File: src/rtl/riscv_pkg.sv
// rtl/riscv_pkg.sv - shared RISC-V widths, reset default, opcodes and fetch entry type
package riscv_pkg;

    localparam int XLEN = 32;
    localparam int INST_W = 32;
    localparam logic [XLEN-1:0] RESET_PC_DEFAULT = 32'h0000_0000;

    typedef enum logic [6:0] {
        LOAD   = 7'b0000011,
        OP_IMM = 7'b0010011,
        AUIPC  = 7'b0010111,
        STORE  = 7'b0100011,
        OP     = 7'b0110011,
        LUI    = 7'b0110111,
        BRANCH = 7'b1100011,
        JALR   = 7'b1100111,
        JAL    = 7'b1101111
    } opcode_e;

    // One prefetched word together with the word address it was read from.
    typedef struct packed {
        logic [XLEN-1:0]   addr;
        logic [INST_W-1:0] data;
    } fetch_entry_t;

endpackage

File: src/rtl/riscv_fetch_if.sv
// rtl/riscv_fetch_if.sv - instruction memory and core-side signals of the fetch stage
interface riscv_fetch_if;
    import riscv_pkg::*;

    logic [XLEN-1:0]   imem_addr;
    logic              imem_req;
    logic              imem_gnt;
    logic              imem_rvalid;
    logic [INST_W-1:0] imem_rdata;
    logic [INST_W-1:0] inst;
    logic [XLEN-1:0]   inst_addr;
    logic              inst_valid;
    logic              inst_ready;
    logic              redirect;
    logic [XLEN-1:0]   redirect_addr;
    logic              err;

    modport master (
        output imem_addr, imem_req,
        input  imem_gnt, imem_rvalid, imem_rdata,
        output inst, inst_addr, inst_valid,
        input  inst_ready, redirect, redirect_addr,
        output err
    );

    modport slave (
        input  imem_addr, imem_req,
        output imem_gnt, imem_rvalid, imem_rdata,
        input  inst, inst_addr, inst_valid,
        output inst_ready, redirect, redirect_addr,
        input  err
    );

endinterface

File: src/rtl/riscv_fetch_fifo.sv
// rtl/riscv_fetch_fifo.sv - in-order prefetch FIFO with flush and a registered head entry
module riscv_fetch_fifo
    import riscv_pkg::*;
#(
    parameter int DEPTH = 4
) (
    input  logic                 clk,
    input  logic                 rst,
    input  logic                 flush_i,
    input  logic                 push_i,
    input  fetch_entry_t         push_data_i,
    input  logic                 pop_i,
    output fetch_entry_t         head_o,
    output logic [$clog2(DEPTH):0] count_o
);

    localparam int PW = $clog2(DEPTH);
    localparam int CW = PW + 1;

    fetch_entry_t  mem_q [DEPTH];
    fetch_entry_t  head_q, head_d;
    logic [PW-1:0] rd_ptr_q, rd_ptr_d;
    logic [PW-1:0] wr_ptr_q, wr_ptr_d;
    logic [CW-1:0] count_q, count_d;
    logic          pop_en, push_en;

    assign pop_en  = pop_i && (count_q != '0);
    assign push_en = push_i && ((count_q != CW'(DEPTH)) || pop_en);

    always_comb begin
        rd_ptr_d = rd_ptr_q;
        wr_ptr_d = wr_ptr_q;
        count_d  = count_q;
        if (flush_i) begin
            rd_ptr_d = '0;
            wr_ptr_d = '0;
            count_d  = '0;
        end else begin
            if (pop_en) begin
                rd_ptr_d = rd_ptr_q + 1'b1;
            end
            if (push_en) begin
                wr_ptr_d = wr_ptr_q + 1'b1;
            end
            count_d = count_q + CW'(push_en) - CW'(pop_en);
        end
    end

    // Next head: the word being written lands at the head when it is the only entry.
    always_comb begin
        head_d = '0;
        if (!flush_i && (count_d != '0)) begin
            if (push_en && (rd_ptr_d == wr_ptr_q)) begin
                head_d = push_data_i;
            end else begin
                head_d = mem_q[rd_ptr_d];
            end
        end
    end

    always_ff @(posedge clk) begin
        if (push_en && !flush_i && !rst) begin
            mem_q[wr_ptr_q] <= push_data_i;
        end
    end

    always_ff @(posedge clk) begin
        if (rst) begin
            rd_ptr_q <= '0;
            wr_ptr_q <= '0;
            count_q  <= '0;
            head_q   <= '0;
        end else begin
            rd_ptr_q <= rd_ptr_d;
            wr_ptr_q <= wr_ptr_d;
            count_q  <= count_d;
            head_q   <= head_d;
        end
    end

    assign head_o  = head_q;
    assign count_o = count_q;

endmodule

File: src/rtl/riscv_fetch.sv
// rtl/riscv_fetch.sv - credit-limited instruction fetch with prefetch buffer and redirect flush
module riscv_fetch
    import riscv_pkg::*;
#(
    parameter int              DEPTH    = 4,
    parameter logic [XLEN-1:0] RESET_PC = RESET_PC_DEFAULT
) (
    input  logic               clk,
    input  logic               rst,
    riscv_fetch_if.master      bus
);

    localparam int CW = $clog2(DEPTH) + 1;

    logic [XLEN-1:0] fetch_pc_q, fetch_pc_d;
    logic [XLEN-1:0] resp_addr_q, resp_addr_d;
    logic [CW-1:0]   outstanding_q, outstanding_d;
    logic [CW-1:0]   discard_q, discard_d;
    logic            err_q, err_d;
    logic            rst_d_q;

    logic [CW-1:0]   fifo_count;
    logic [CW:0]     inflight;
    fetch_entry_t    fifo_head;
    fetch_entry_t    push_data;
    logic            req, accept, rsp_ok, spurious, push, pop;

    // Buffered plus in-flight words never exceed DEPTH, so a response always has a slot.
    assign inflight = {1'b0, fifo_count} + {1'b0, outstanding_q};
    assign req      = !rst && !rst_d_q && !bus.redirect && (inflight < (CW+1)'(DEPTH));
    assign accept   = req && bus.imem_gnt;
    assign rsp_ok   = bus.imem_rvalid && (outstanding_q != '0);
    assign spurious = bus.imem_rvalid && (outstanding_q == '0);
    assign push     = rsp_ok && (discard_q == '0) && !bus.redirect;
    assign pop      = (fifo_count != '0) && bus.inst_ready && !bus.redirect;

    assign push_data.addr = resp_addr_q;
    assign push_data.data = bus.imem_rdata;

    always_comb begin
        fetch_pc_d    = fetch_pc_q;
        resp_addr_d   = resp_addr_q;
        outstanding_d = outstanding_q + CW'(accept) - CW'(rsp_ok);
        discard_d     = discard_q;
        err_d         = err_q || spurious;
        if (bus.redirect) begin
            // Everything still in flight after this cycle belongs to the old stream.
            fetch_pc_d  = bus.redirect_addr;
            resp_addr_d = bus.redirect_addr;
            discard_d   = outstanding_q - CW'(rsp_ok);
        end else begin
            if (accept) begin
                fetch_pc_d = fetch_pc_q + 1'b1;
            end
            if (rsp_ok && (discard_q != '0)) begin
                discard_d = discard_q - 1'b1;
            end
            if (push) begin
                resp_addr_d = resp_addr_q + 1'b1;
            end
        end
    end

    always_ff @(posedge clk) begin
        if (rst) begin
            fetch_pc_q    <= RESET_PC;
            resp_addr_q   <= RESET_PC;
            outstanding_q <= '0;
            discard_q     <= '0;
            err_q         <= 1'b0;
            rst_d_q       <= 1'b1;
        end else begin
            fetch_pc_q    <= fetch_pc_d;
            resp_addr_q   <= resp_addr_d;
            outstanding_q <= outstanding_d;
            discard_q     <= discard_d;
            err_q         <= err_d;
            rst_d_q       <= 1'b0;
        end
    end

    riscv_fetch_fifo #(
        .DEPTH (DEPTH)
    ) u_fifo (
        .clk         (clk),
        .rst         (rst),
        .flush_i     (bus.redirect),
        .push_i      (push),
        .push_data_i (push_data),
        .pop_i       (pop),
        .head_o      (fifo_head),
        .count_o     (fifo_count)
    );

    assign bus.imem_addr  = fetch_pc_q;
    assign bus.imem_req   = req;
    assign bus.inst       = fifo_head.data;
    assign bus.inst_addr  = fifo_head.addr;
    assign bus.inst_valid = (fifo_count != '0);
    assign bus.err        = err_q;

endmodule

File: src/flat_wrapper.sv
// flat-port wrapper written by rule: the top's interface ports become plain ports
module riscv_fetch_flat import riscv_pkg::*;
#(
    parameter int              DEPTH    = 4,
    parameter logic [XLEN-1:0] RESET_PC = RESET_PC_DEFAULT
)
  (clk, rst, bus_imem_addr, bus_imem_req, bus_imem_gnt, bus_imem_rvalid, bus_imem_rdata, bus_inst, bus_inst_addr, bus_inst_valid, bus_inst_ready, bus_redirect, bus_redirect_addr, bus_err);
  riscv_fetch_if bus_i ();
  input  logic clk;
  input  logic rst;
  output wire logic [$bits(bus_i.imem_addr)-1:0] bus_imem_addr;
  output wire logic [$bits(bus_i.imem_req)-1:0] bus_imem_req;
  input wire logic [$bits(bus_i.imem_gnt)-1:0] bus_imem_gnt;
  input wire logic [$bits(bus_i.imem_rvalid)-1:0] bus_imem_rvalid;
  input wire logic [$bits(bus_i.imem_rdata)-1:0] bus_imem_rdata;
  output wire logic [$bits(bus_i.inst)-1:0] bus_inst;
  output wire logic [$bits(bus_i.inst_addr)-1:0] bus_inst_addr;
  output wire logic [$bits(bus_i.inst_valid)-1:0] bus_inst_valid;
  input wire logic [$bits(bus_i.inst_ready)-1:0] bus_inst_ready;
  input wire logic [$bits(bus_i.redirect)-1:0] bus_redirect;
  input wire logic [$bits(bus_i.redirect_addr)-1:0] bus_redirect_addr;
  output wire logic [$bits(bus_i.err)-1:0] bus_err;
  assign bus_imem_addr = bus_i.imem_addr;
  assign bus_imem_req = bus_i.imem_req;
  assign bus_i.imem_gnt = bus_imem_gnt;
  assign bus_i.imem_rvalid = bus_imem_rvalid;
  assign bus_i.imem_rdata = bus_imem_rdata;
  assign bus_inst = bus_i.inst;
  assign bus_inst_addr = bus_i.inst_addr;
  assign bus_inst_valid = bus_i.inst_valid;
  assign bus_i.inst_ready = bus_inst_ready;
  assign bus_i.redirect = bus_redirect;
  assign bus_i.redirect_addr = bus_redirect_addr;
  assign bus_err = bus_i.err;
  riscv_fetch #(.DEPTH(DEPTH), .RESET_PC(RESET_PC)) u_core (.clk(clk), .rst(rst), .bus(bus_i));
endmodule
File: config.mk
export PLATFORM = sky130hd
export DESIGN_NAME = riscv_fetch_flat
export DESIGN_NICKNAME = d
export VERILOG_FILES = /design/src/rtl/riscv_pkg.sv /design/src/rtl/riscv_fetch_if.sv /design/src/rtl/riscv_fetch_fifo.sv /design/src/rtl/riscv_fetch.sv /design/src/flat_wrapper.sv
export SDC_FILE = /design/constraint.sdc
export NUM_CORES = 1
export LEC_CHECK = 0
export ABC_AREA = 1
export CORE_UTILIZATION = 61
export DETAILED_ROUTE_END_ITERATION = 7
export PLACE_DENSITY_LB_ADDON = 0.08
export SLEW_MARGIN = 25
export SYNTH_ARGS = -nofsm -noshare
export SYNTH_HDL_FRONTEND = slang
export SYNTH_SLANG_ARGS = --single-unit
File: constraint.sdc
create_clock -name clk -period 7.1 [get_ports clk]
set_input_delay 1.42 -clock clk [delete_from_list [all_inputs] [get_ports clk]]
set_output_delay 1.42 -clock clk [all_outputs]
set_load 0.1 [all_outputs]
# After elaboration in Yosys (flattened, before gate mapping)
# Memory sizes are Yosys's and may differ from the RTL's. A register that Yosys moved wholly into a read port is not among the register bits.
# Cells that the tools add are included.
[word_totals] reg_bits=79 romBits=0 mem_count=1 wordCells=68 ram_bits=256 inputBits=70 output_inout_bits=99 latch_bits=0
[op_classes] n_reduce_logical=32 mux=12 n_shift=0 eq_ne=1 div_mod_pow=0 bitwise_logic=1 multipliers=0 n_addsub=11 magnitude_cmp=1
[memory_table] name="u_core.u_fifo.mem_q" words=4 word_bits=64 read_ports=1 rd_clocked_by_memory_dff=1 wr=1 line="riscv_fetch_fifo.sv:20" rtl="fetch_entry_t mem_q [DEPTH];"
[op_table] op="$mux 32" count=4
[op_table] op="$add 32x1->32 const B" count=2
[op_table] op="$logic_and 1x1->1" count=16
[op_table] op="$reduce_bool 3->1" count=4
[op_table] op="$mux 3" count=3
[op_table] op="$sub 3x1->3" count=3
[op_table] op="$add 3x1->3" count=2
[op_table] op="$logic_not 3->1" count=2
[op_table] op="$reduce_bool 2->1" count=3
[op_table] op="$add 2x1->2 const B" count=2
[op_table] op="$add 3x3->4" count=1
[op_table] op="$lt 4x3->1 const B" count=1
[op_table] op="$mux 2" count=2
[op_table] op="$reduce_or 2->1" count=2
[op_table] op="$logic_not 1->1" count=3
[op_table] op="$mux 1" count=3
[op_table] op="$ne 3x3->1 const B" count=1
[op_table] op="$sub 3x1->3 const B" count=1
[op_table] op="$logic_or 1x1->1" count=2
[op_table] op="$not 1->1" count=1

# Logic depth before layout (Yosys ltp)
# Gate-level depths: netlist of the first run.
[logic_depth] word_depth=13 mapped_depth=18 ltp_nobuf=17

# Hierarchy
# Synthesis of the first run repeated with hierarchy kept, for this count alone.
[unflattened] cells_unflattened=2277 area_unflattened_um2=19147.1
[modules_own_cells] mod="riscv_fetch_fifo" instances=1 cells_each=1366 area_each_um2=13868.3 seq_area_each_um2=9108.7
[modules_own_cells] mod="riscv_fetch" instances=1 cells_each=911 area_each_um2=5278.8 seq_area_each_um2=1441.4

# Worst setup path after synthesis of the first run
# OpenSTA, ideal clock, no wires.
[synth_path] path_type="in2reg" start="input port bus_redirect" end="memory u_core.u_fifo.mem_q[0][0] (netlist bit), enable pin" n_path_buf=1 t_arrival_ps=4575 t_required_ps=6614 setup_ps=486 cell_stages=4 slack_ps=2038 path_cell_list="buf_6 > nor2_4 > nand3_4 > nor2_1"
[synth_via] elab_chain_len=9 elab_cells_between_ends=10 classes_between="2 x mux; 8 x reduce/logical"
[synth_rtl] element="start, declared" line="flat_wrapper.sv:20" rtl="input wire logic [$bits(bus_i.redirect)-1:0] bus_redirect;"
[synth_rtl] element="$logic_not 1->1 (*)" line="riscv_fetch_fifo.sv:62, riscv_fetch.sv:34, riscv_fetch.sv:35"
[synth_rtl] element="$logic_and 1x1->1" line="riscv_fetch.sv:35" rtl="assign pop = (fifo_count != '0) && bus.inst_ready && !bus.redirect;"
[synth_rtl] element="$logic_and 1x1->1" line="riscv_fetch_fifo.sv:27" rtl="assign pop_en = pop_i && (count_q != '0);"
[synth_rtl] element="$logic_or 1x1->1" line="riscv_fetch_fifo.sv:28" rtl="assign push_en = push_i && ((count_q != CW'(DEPTH)) || pop_en);"
[synth_rtl] element="$logic_and 1x1->1" line="riscv_fetch_fifo.sv:28"
[synth_rtl] element="$logic_and 1x1->1 (*) (2 in a row)" line="riscv_fetch_fifo.sv:62" rtl="if (push_en && !flush_i && !rst) begin"
[synth_rtl] element="$mux 1 (*)" line="riscv_fetch_fifo.sv:62"
[synth_rtl] element="$mux 1 (not written as such) (*)" line="riscv_fetch_fifo.sv:63" rtl="mem_q[wr_ptr_q] <= push_data_i;"
[synth_rtl] element="end, declared" line="riscv_fetch_fifo.sv:20"
# Every way passes the cells marked *; elsewhere a longest branch is shown, timed or not.

# Final worst setup path of the first run
[layout_path] start="input port bus_redirect" end="output port bus_imem_req"
[layout_via] elab_chain_len=3
[layout_rtl] element="$logic_not 1->1" line="riscv_fetch.sv:30" rtl="assign req = !rst && !rst_d_q && !bus.redirect && (inflight < (CW+1)'(DEPTH));"
[layout_rtl] element="$logic_and 1x1->1 (2 in a row)" line="riscv_fetch.sv:30"
[layout_rtl] element="end, declared" line="flat_wrapper.sv:12" rtl="output wire logic [$bits(bus_i.imem_req)-1:0] bus_imem_req;"
# No other way between the ends.

==> metrics.md, run 1 <==
| Metric | Value |
|---|---|
| Run status | `completed` |
| Final Slew Violations | `0` |
| Count leader, synth | `nand2_1` |
| CP Capture Type | `output port` |
| Leakage | `0.00890 uW` |
| Cts-stage hold buffer count | `0` |
| DP Area | `20700 um^2` |
| Routed length per instance | `17.8 um` |
| Worst-path clk slew | `60 ps` |
| Final setup viols | `0` |
| WS Path Type | `in2out` |
| Initial Util | `62.1%` |
| Crit path cell chain | `buf_2 -> nor2_8 -> nand2_1 -> nor2_2 -> clkdlybuf4s50_1` |
| YS warnings | `0` |
| WL final | `47700 um` |
| Simple-Gate Fraction of Synth Area | `28.2%` |
| First-pass GRT wire length | `74900 um` |
| Peak supply drop | `0.181 mV` |
| Layout cells sized above 1 | `6.91%` |
| Sequential share of the synthesized area | `55.5%` |
| Mapped Nets | `2218` |
| Synth Flop Type | `edfxtp_1` |
| Die H | `178 um` |
| Leading area contributor after synthesis | `edfxtp_1` |
| Mapped cell area | `19000 um^2` |
| Routed vias | `15.0k` |
| Total GRT Usage | `30.3%` |
| Nets | `2339` |
| Number of diodes | `0` |
| Max stage delay cell, worst path | `clkdlybuf4s50_1` |
| Max-Cap Viols | `0` |
| CP arrival | `3500 ps` |
| IO Pins | `169` |
| Placer congestion estimate | `0.961` |
| Critical Path Max Stage Delay | `1150 ps` |
| Initial antenna violation count | `0` |
| RSZ-0062 raised after global routing | `no` |
| Clock skew | `18.4 ps` |
| Asr flop ratio synth | `0%` |
| Max-slew headroom | `28.2%` |
| Worst path required time | `5680 ps` |
| Worst Tran Pin Value | `1080 ps` |
| Worst-Skew Late Latency | `550 ps` |
| FMAX | `203 MHz` |
| Post-synth top area share | `40.5%` |
| Worst path top cell family by delay | `buffers and inverters` |
| Tcrit/Tclk final | `69.3%` |
| Vias in the first global route | `14.2k` |
| WP buf/inv | `2` |
| CTS tree | `built` |
| Pre-Repair DR Iteration Count | `5` |
| Clk sinks | `399` |
| HP Class | `reg2reg` |
| Resized Gates After CTS | `0` |
| CP Max Fanout | `26` |
| Global route total overflow | `0` |
| Core box area | `30600 um^2` |
| Syn avg cell area | `8.92 um^2` |
| Cts bufs inserted | `42` |
| Vias/cell | `5.60` |
| Xor/xnor share of the synthesized area | `0.830%` |
| Setup TNS | `0 ps` |
| Fin cells | `2681` |
| Final ANT Viol Nets | `0` |
| Seq cells post-synth | `399` |
| Maximum root-to-sink buffer count | `3` |
| Synth cell count leaders | `517 x nand2_1, 273 x inv_1, 256 x edfxtp_1` |
| Synth unique cells | `43` |
| Mux contribution to synthesized area | `0%` |
| Input/output buffers | `168` |
| Cells after Synth | `2130` |
| Post-CTS setup repair buffer count | `0` |
| Fin. Hold Viols | `0` |
| Final HPWL from detailed placement | `28700 um` |
| H-tree Lvls | `2` |
| Number of flops mapped to enable cells by yosys | `256` |
| Synth Area in Compound Gates | `5.53%` |
| Final min period | `4920 ps` |
| Synth-to-Final Area Change | `16.6%` |
| Cell area after layout | `22100 um^2` |
| Top cells by area, synth | `edfxtp_1 40%, dfxtp_1 15%, nand2_1 10%, nand3b_1 5.8%, inv_1 5.4%` |
| Cell Count Post-Placement | `2603` |
| Row cnt | `64` |
| Power Density | `253 nW/um^2` |
| Startpoint class of the critical path | `primary input` |
| Die width | `178 um` |
| Main combinational cell family by area after synthesis | `simple AND/OR/NAND/NOR gates` |
| Initial DRC Count | `1301` |
| Die area | `31800 um^2` |
| Pin count of the biggest net entering global routing | `95` |
| DRC errors left | `0` |
| CTS root buf | `clkbuf_16` |
| Fillers | `2272` |
| Adder-Cell Fraction of Synth Area | `1.26%` |
where the power goes:
| group | internal, uW | total (uW) | switching, uW | leakage, uW |
|---|---|---|---|---|
| combinational | 212 | 727 | 515 | 0.00472 |
| sequential | 2550 | 2630 | 83.8 | 0.00349 |
| clock | 1310 | 2230 | 921 | 0.000690 |
sequential cells by signal, indices dropped and copies added, names as in the netlist:
signal and cells:
u_core.u_fifo.rd_ptr_q 2, u_core.u_fifo.head_o 64, u_core.resp_addr_q 32, u_core.u_fifo.count_o 3, u_core.bus.imem_addr 32, u_core.rst_d_q 1, u_core.u_fifo.wr_ptr_q 2, u_core.bus.err 1
u_core.outstanding_q 3, u_core.u_fifo.mem_q 256, u_core.discard_q 3
layer usage:
metal / track usage (%) / share of wire (%) / up-vias
li1: - / - / 7211
met1: 40.0 / 42 / 7101
met2: 51.0 / 48 / 609
met3: 4.09 / 7.1 / 89
met4: 10.9 / 2.8 / 0
met5: 0 / 0 / -
cell usage in the layout, fill, tap and decap left out, types with 2 or more instances in the layout:
cell and count:
a21oi_2 30, dfxtp_1 143, clkinvlp_4 2, nor2_8 4, inv_2 4, nand2_1 517, bufinv_16 4, clkinv_2 10
clkdlybuf4s50_1 166, nand2_4 3, clkbuf_16 43, o211ai_1 8, clkbuf_1 10, inv_1 273, nand2_2 7, nand3_4 3
nor3_1 17, o31ai_1 3, xnor2_1 3, nand3_1 202, nand3_2 12, a31oi_1 15, clkbuf_8 4, xor2_1 15
nor2_1 201, nor2_4 6, nor2_2 2, o22ai_1 2, edfxtp_1 256, clkinv_4 2, ha_1 16, clkinv_8 2
fa_1 2, o21ai_0 52, nand3b_1 147, a21oi_1 60, buf_4 14, nand4_1 13, buf_2 2
worst reg2reg max path, delay by kind of cell (launching register included):
kind            cells  cell delay (ps)
compound gates      1              470
buf+inv             5              890
simple gates        8             1390
fa+ha+maj           4             1070
flops               1              290
layout make-up:
cell class                      instances  area [um^2]  area share [%]
Multi-Input combinational cell       1347         6860            31.0
Clock buffer                           57         1170            5.28
Timing Repair Buffer                  183         1790            8.07
Tap cell                              396          495            2.24
Clock inverter                         21          239            1.08
Inverter                              278         1050            4.72
Sequential cell                       399        10600            47.6
through the flow:
stage          power (uW)  hold slack (ps)  utilization [%]  worst slack [ps]
2_1_floorplan        3200              456                -              2040
3_3_place_gp         3390              440             67.8              1870
3_5_place_dp         3400              453             67.8              1700
4_1_cts              5610              465             72.4              2160
5_1_grt              5790              485             72.4              1920
6_report             5590              461             72.4              2180
path summary, 6_finish.rpt:
kind	start	endpoint	slack, ps	cells past startpoint
setup / recovery	bus_redirect	bus_imem_req	2180	5
setup reg to reg	u_core.discard_q[1]	u_core.u_fifo.head_o[34]	2940	18
hold reg to reg	u_core.bus.err	u_core.bus.err	460	2
hold / removal	u_core.bus.err	u_core.bus.err	460	2
cell families after synthesis:
| kind of cell | Yosys count |
|---|---|
| AND/OR/NAND/NOR | 1136 |
| flip-flops | 399 |
| buffers and inverters | 384 |
| AO/OA/AOI/OAI | 175 |
| XOR/XNOR | 18 |
| adder cells (fa/ha/maj) | 18 |
(Power assumes the default switching activity.)
==> run 2, diff against run 1 <==
--- a/config.mk
+++ b/config.mk
@@ -6,7 +6,7 @@
 export NUM_CORES = 1
 export LEC_CHECK = 0
 export ABC_AREA = 1
-export CORE_UTILIZATION = 61
+export CORE_UTILIZATION = 58
 export DETAILED_ROUTE_END_ITERATION = 7
 export PLACE_DENSITY_LB_ADDON = 0.08
 export SLEW_MARGIN = 25
==> constraint.sdc (replaced) <==
create_clock -name clk -period 4.9 [get_ports clk]
set_input_delay 0.98 -clock clk [delete_from_list [all_inputs] [get_ports clk]]
set_output_delay 0.98 -clock clk [all_outputs]
set_load 0.1 [all_outputs]
==> run 2 against run 1 <==
Compared with the run above: register-to-register slack worse by 1200 ps; design area is 0.82% higher; clock-buffer cell count is 1 higher; critical path depth is 10 higher; first-iteration DRC count is 9.1% lower; global-route usage is 1.7 points lower; via count is 1.2% lower; clock skew is 3.5 ps lower; sequential share of layout area is 0.39 points lower; sequential cell count stayed put; routed wire length is 1.2% lower; utilization is 2.4 points lower; largest power group unchanged.
==> metrics.md, run 2 (same netlist as run 1, synthesis figures left out) <==
| Metric | Value |
|---|---|
| Run status | `completed` |
| Final ANT Viol Nets | `0` |
| Reg-to-reg slack, setup | `1710 ps` |
| Layout cells sized above 1 | `6.94%` |
| Reg-to-Reg Start | `u_core.discard_q[1]` |
| Global route total overflow | `0` |
| Worst-Skew Late Latency | `530 ps` |
| Maximum root-to-sink buffer count | `3` |
| Input/output buffers | `168` |
| Row cnt | `65` |
| Top reg by flops | `u_core.u_fifo.mem_q` |
| Max stage delay cell, worst path | `clkdlybuf4s50_1` |
| Worst path most repeated cell | `nand2_1` |
| Reg2Reg Depth | `18` |
| Most frequent cells in the layout | `517 x nand2_1, 273 x inv_1, 256 x edfxtp_1` |
| Final Slew Violations | `0` |
| CP Max Fanout | `64` |
| FMAX | `295 MHz` |
| Most common cell after layout, fill and taps aside | `nand2_1` |
| Largest register FFs | `256` |
| Worst Setup SP | `bus_imem_rvalid` |
| Initial antenna violation count | `0` |
| WS Path Type | `in2reg` |
| Reg2reg end | `u_core.u_fifo.head_o[54]` |
| H-tree Lvls | `2` |
| Worst-path clk slew | `60 ps` |
| Worst Hold Path EP | `u_core.bus.err` |
| Die area | `33500 um^2` |
| Cts bufs inserted | `42` |
| DRC errors left | `0` |
| Final worst-path setup slack | `1510 ps` |
| Initial DRC Count | `1183` |
| IO Pins | `169` |
| Die width | `183 um` |
| Fillers | `2436` |
| Hold path start | `u_core.bus.err` |
| Pre-Repair DR Iteration Count | `5` |
| Leakage | `0.00896 uW` |
| Initial Util | `59.6%` |
| Vias/cell | `5.44` |
| Sequential cell area | `10600 um^2` |
| CTS tree | `built` |
| Clock skew | `14.9 ps` |
| Footprint of the multi-input gates | `6860 um^2` |
| Hold depth | `2` |
| CP arrival | `3860 ps` |
| WL final | `47100 um` |
| Critical Path Max Stage Delay | `540 ps` |
| Pwr Total | `8090 uW` |
| Placer congestion estimate | `0.944` |
| WP buf/inv | `4` |
| Setup TNS | `0 ps` |
| First-pass GRT wire length | `75100 um` |
| Final HPWL from detailed placement | `28700 um` |
| Post-CTS setup repair buffer count | `0` |
| RSZ-0062 raised after global routing | `no` |
| Pin count of the biggest net entering global routing | `130` |
| CP Capture Type | `flop` |
| Total GRT Usage | `28.6%` |
| Final core occ | `70.0%` |
| Max-slew headroom | `32.6%` |
| Power Density | `362 nW/um^2` |
| Die H | `183 um` |
| Hold Slack | `454 ps` |
| Startpoint class of the critical path | `primary input` |
| Routed length per instance | `17.3 um` |
| Number of diodes | `0` |
| Tcrit/Tclk final | `69.3%` |
| Worst path required time | `5360 ps` |
| Clk sinks | `399` |
| Nets | `2345` |
| Resized Gates After CTS | `0` |
| HP Class | `reg2reg` |
| Synth-to-Final Area Change | `17.5%` |
| Routed vias | `14.8k` |
| Max-Cap Viols | `0` |
| Worst Tran Pin Value | `1010 ps` |
| Vias in the first global route | `14.3k` |
| Final min period | `3390 ps` |
| Dpl ws | `984 ps` |
| Cts-stage hold buffer count | `0` |
| Fin. Hold Viols | `0` |
| Peak supply drop | `0.365 mV` |
| Crit path cell chain | `clkdlybuf4s50_1 -> nand3_4 -> nor2_4 -> nand2_1 -> ha_1 -> inv_1 -> ha_1 -> inv_1 -> fa_1 -> nand2_1 -> nand2_1 -> a21oi_4 -> buf_12 -> nand2_1 -> nor2_1` |
| Core box area | `31900 um^2` |
| CTS root buf | `clkbuf_16` |
| Final setup viols | `0` |
| Worst path top cell family by delay | `buffers and inverters` |
## run 2: changes by cell type in the layout (fill, tap and decap cells not counted), moves of 2 or more
cell | before | now
buf_12 | 0 | 8
clkinv_1 | 1 | 8
clkinv_2 | 10 | 3
clkbuf_8 | 4 | 7
clkbuf_1 | 10 | 8
clkinv_8 | 2 | 0
inv_6 | 0 | 2
## run 2: report_power, final
group	switching, uW	total, uW	internal, uW	leakage (uW)
clock network	1280	3210	1930	0.000684
registers	121	3820	3690	0.00349
logic	745	1060	316	0.00478
total	2150	8090	5940	0.00896
## run 2: cell type report
class / instances / share of cell area [%]
timing repair buffer: 189 / 8.63
sequential: 399 / 47.3
multi-input combinational: 1347 / 30.7
tap: 435 / 2.44
inverter: 278 / 4.69
clock buffer: 58 / 5.39
clock inverter: 19 / 0.891
## run 2: worst max path at each step
stage                     cells past startpoint                        end  slack, ps
after floorplan                               4  u_core.u_fifo.mem_q[0][0]        280
final                                        15   u_core.u_fifo.head_o[54]       1510
after global placement                       15    u_core.u_fifo.head_o[8]       1060
after CTS                                    15   u_core.u_fifo.head_o[47]       1530
after global routing                         15   u_core.u_fifo.head_o[43]       1320
after detailed placement                     15   u_core.u_fifo.head_o[29]        980
## run 2: metal layers
metal  GRT usage [%]  wire length (um)
met1            38.0             20500
met2            48.1             22400
met3            3.65              2820
met4            10.3              1370
met5               0                 0
## run 2: per-stage QoR
stage          instance area [um^2]  cells
6_report                      22300   2725
5_1_grt                       22300   2725
4_1_cts                       22300   2725
3_5_place_dp                  20900   2648
3_3_place_gp                  20900   2648
2_1_floorplan                 19000   2130
## run 2: tightest hold or removal path, stage by stage, from the launching register on
cell     delay, ps
dfxtp_1        310
inv_1           50
a21oi_1         50
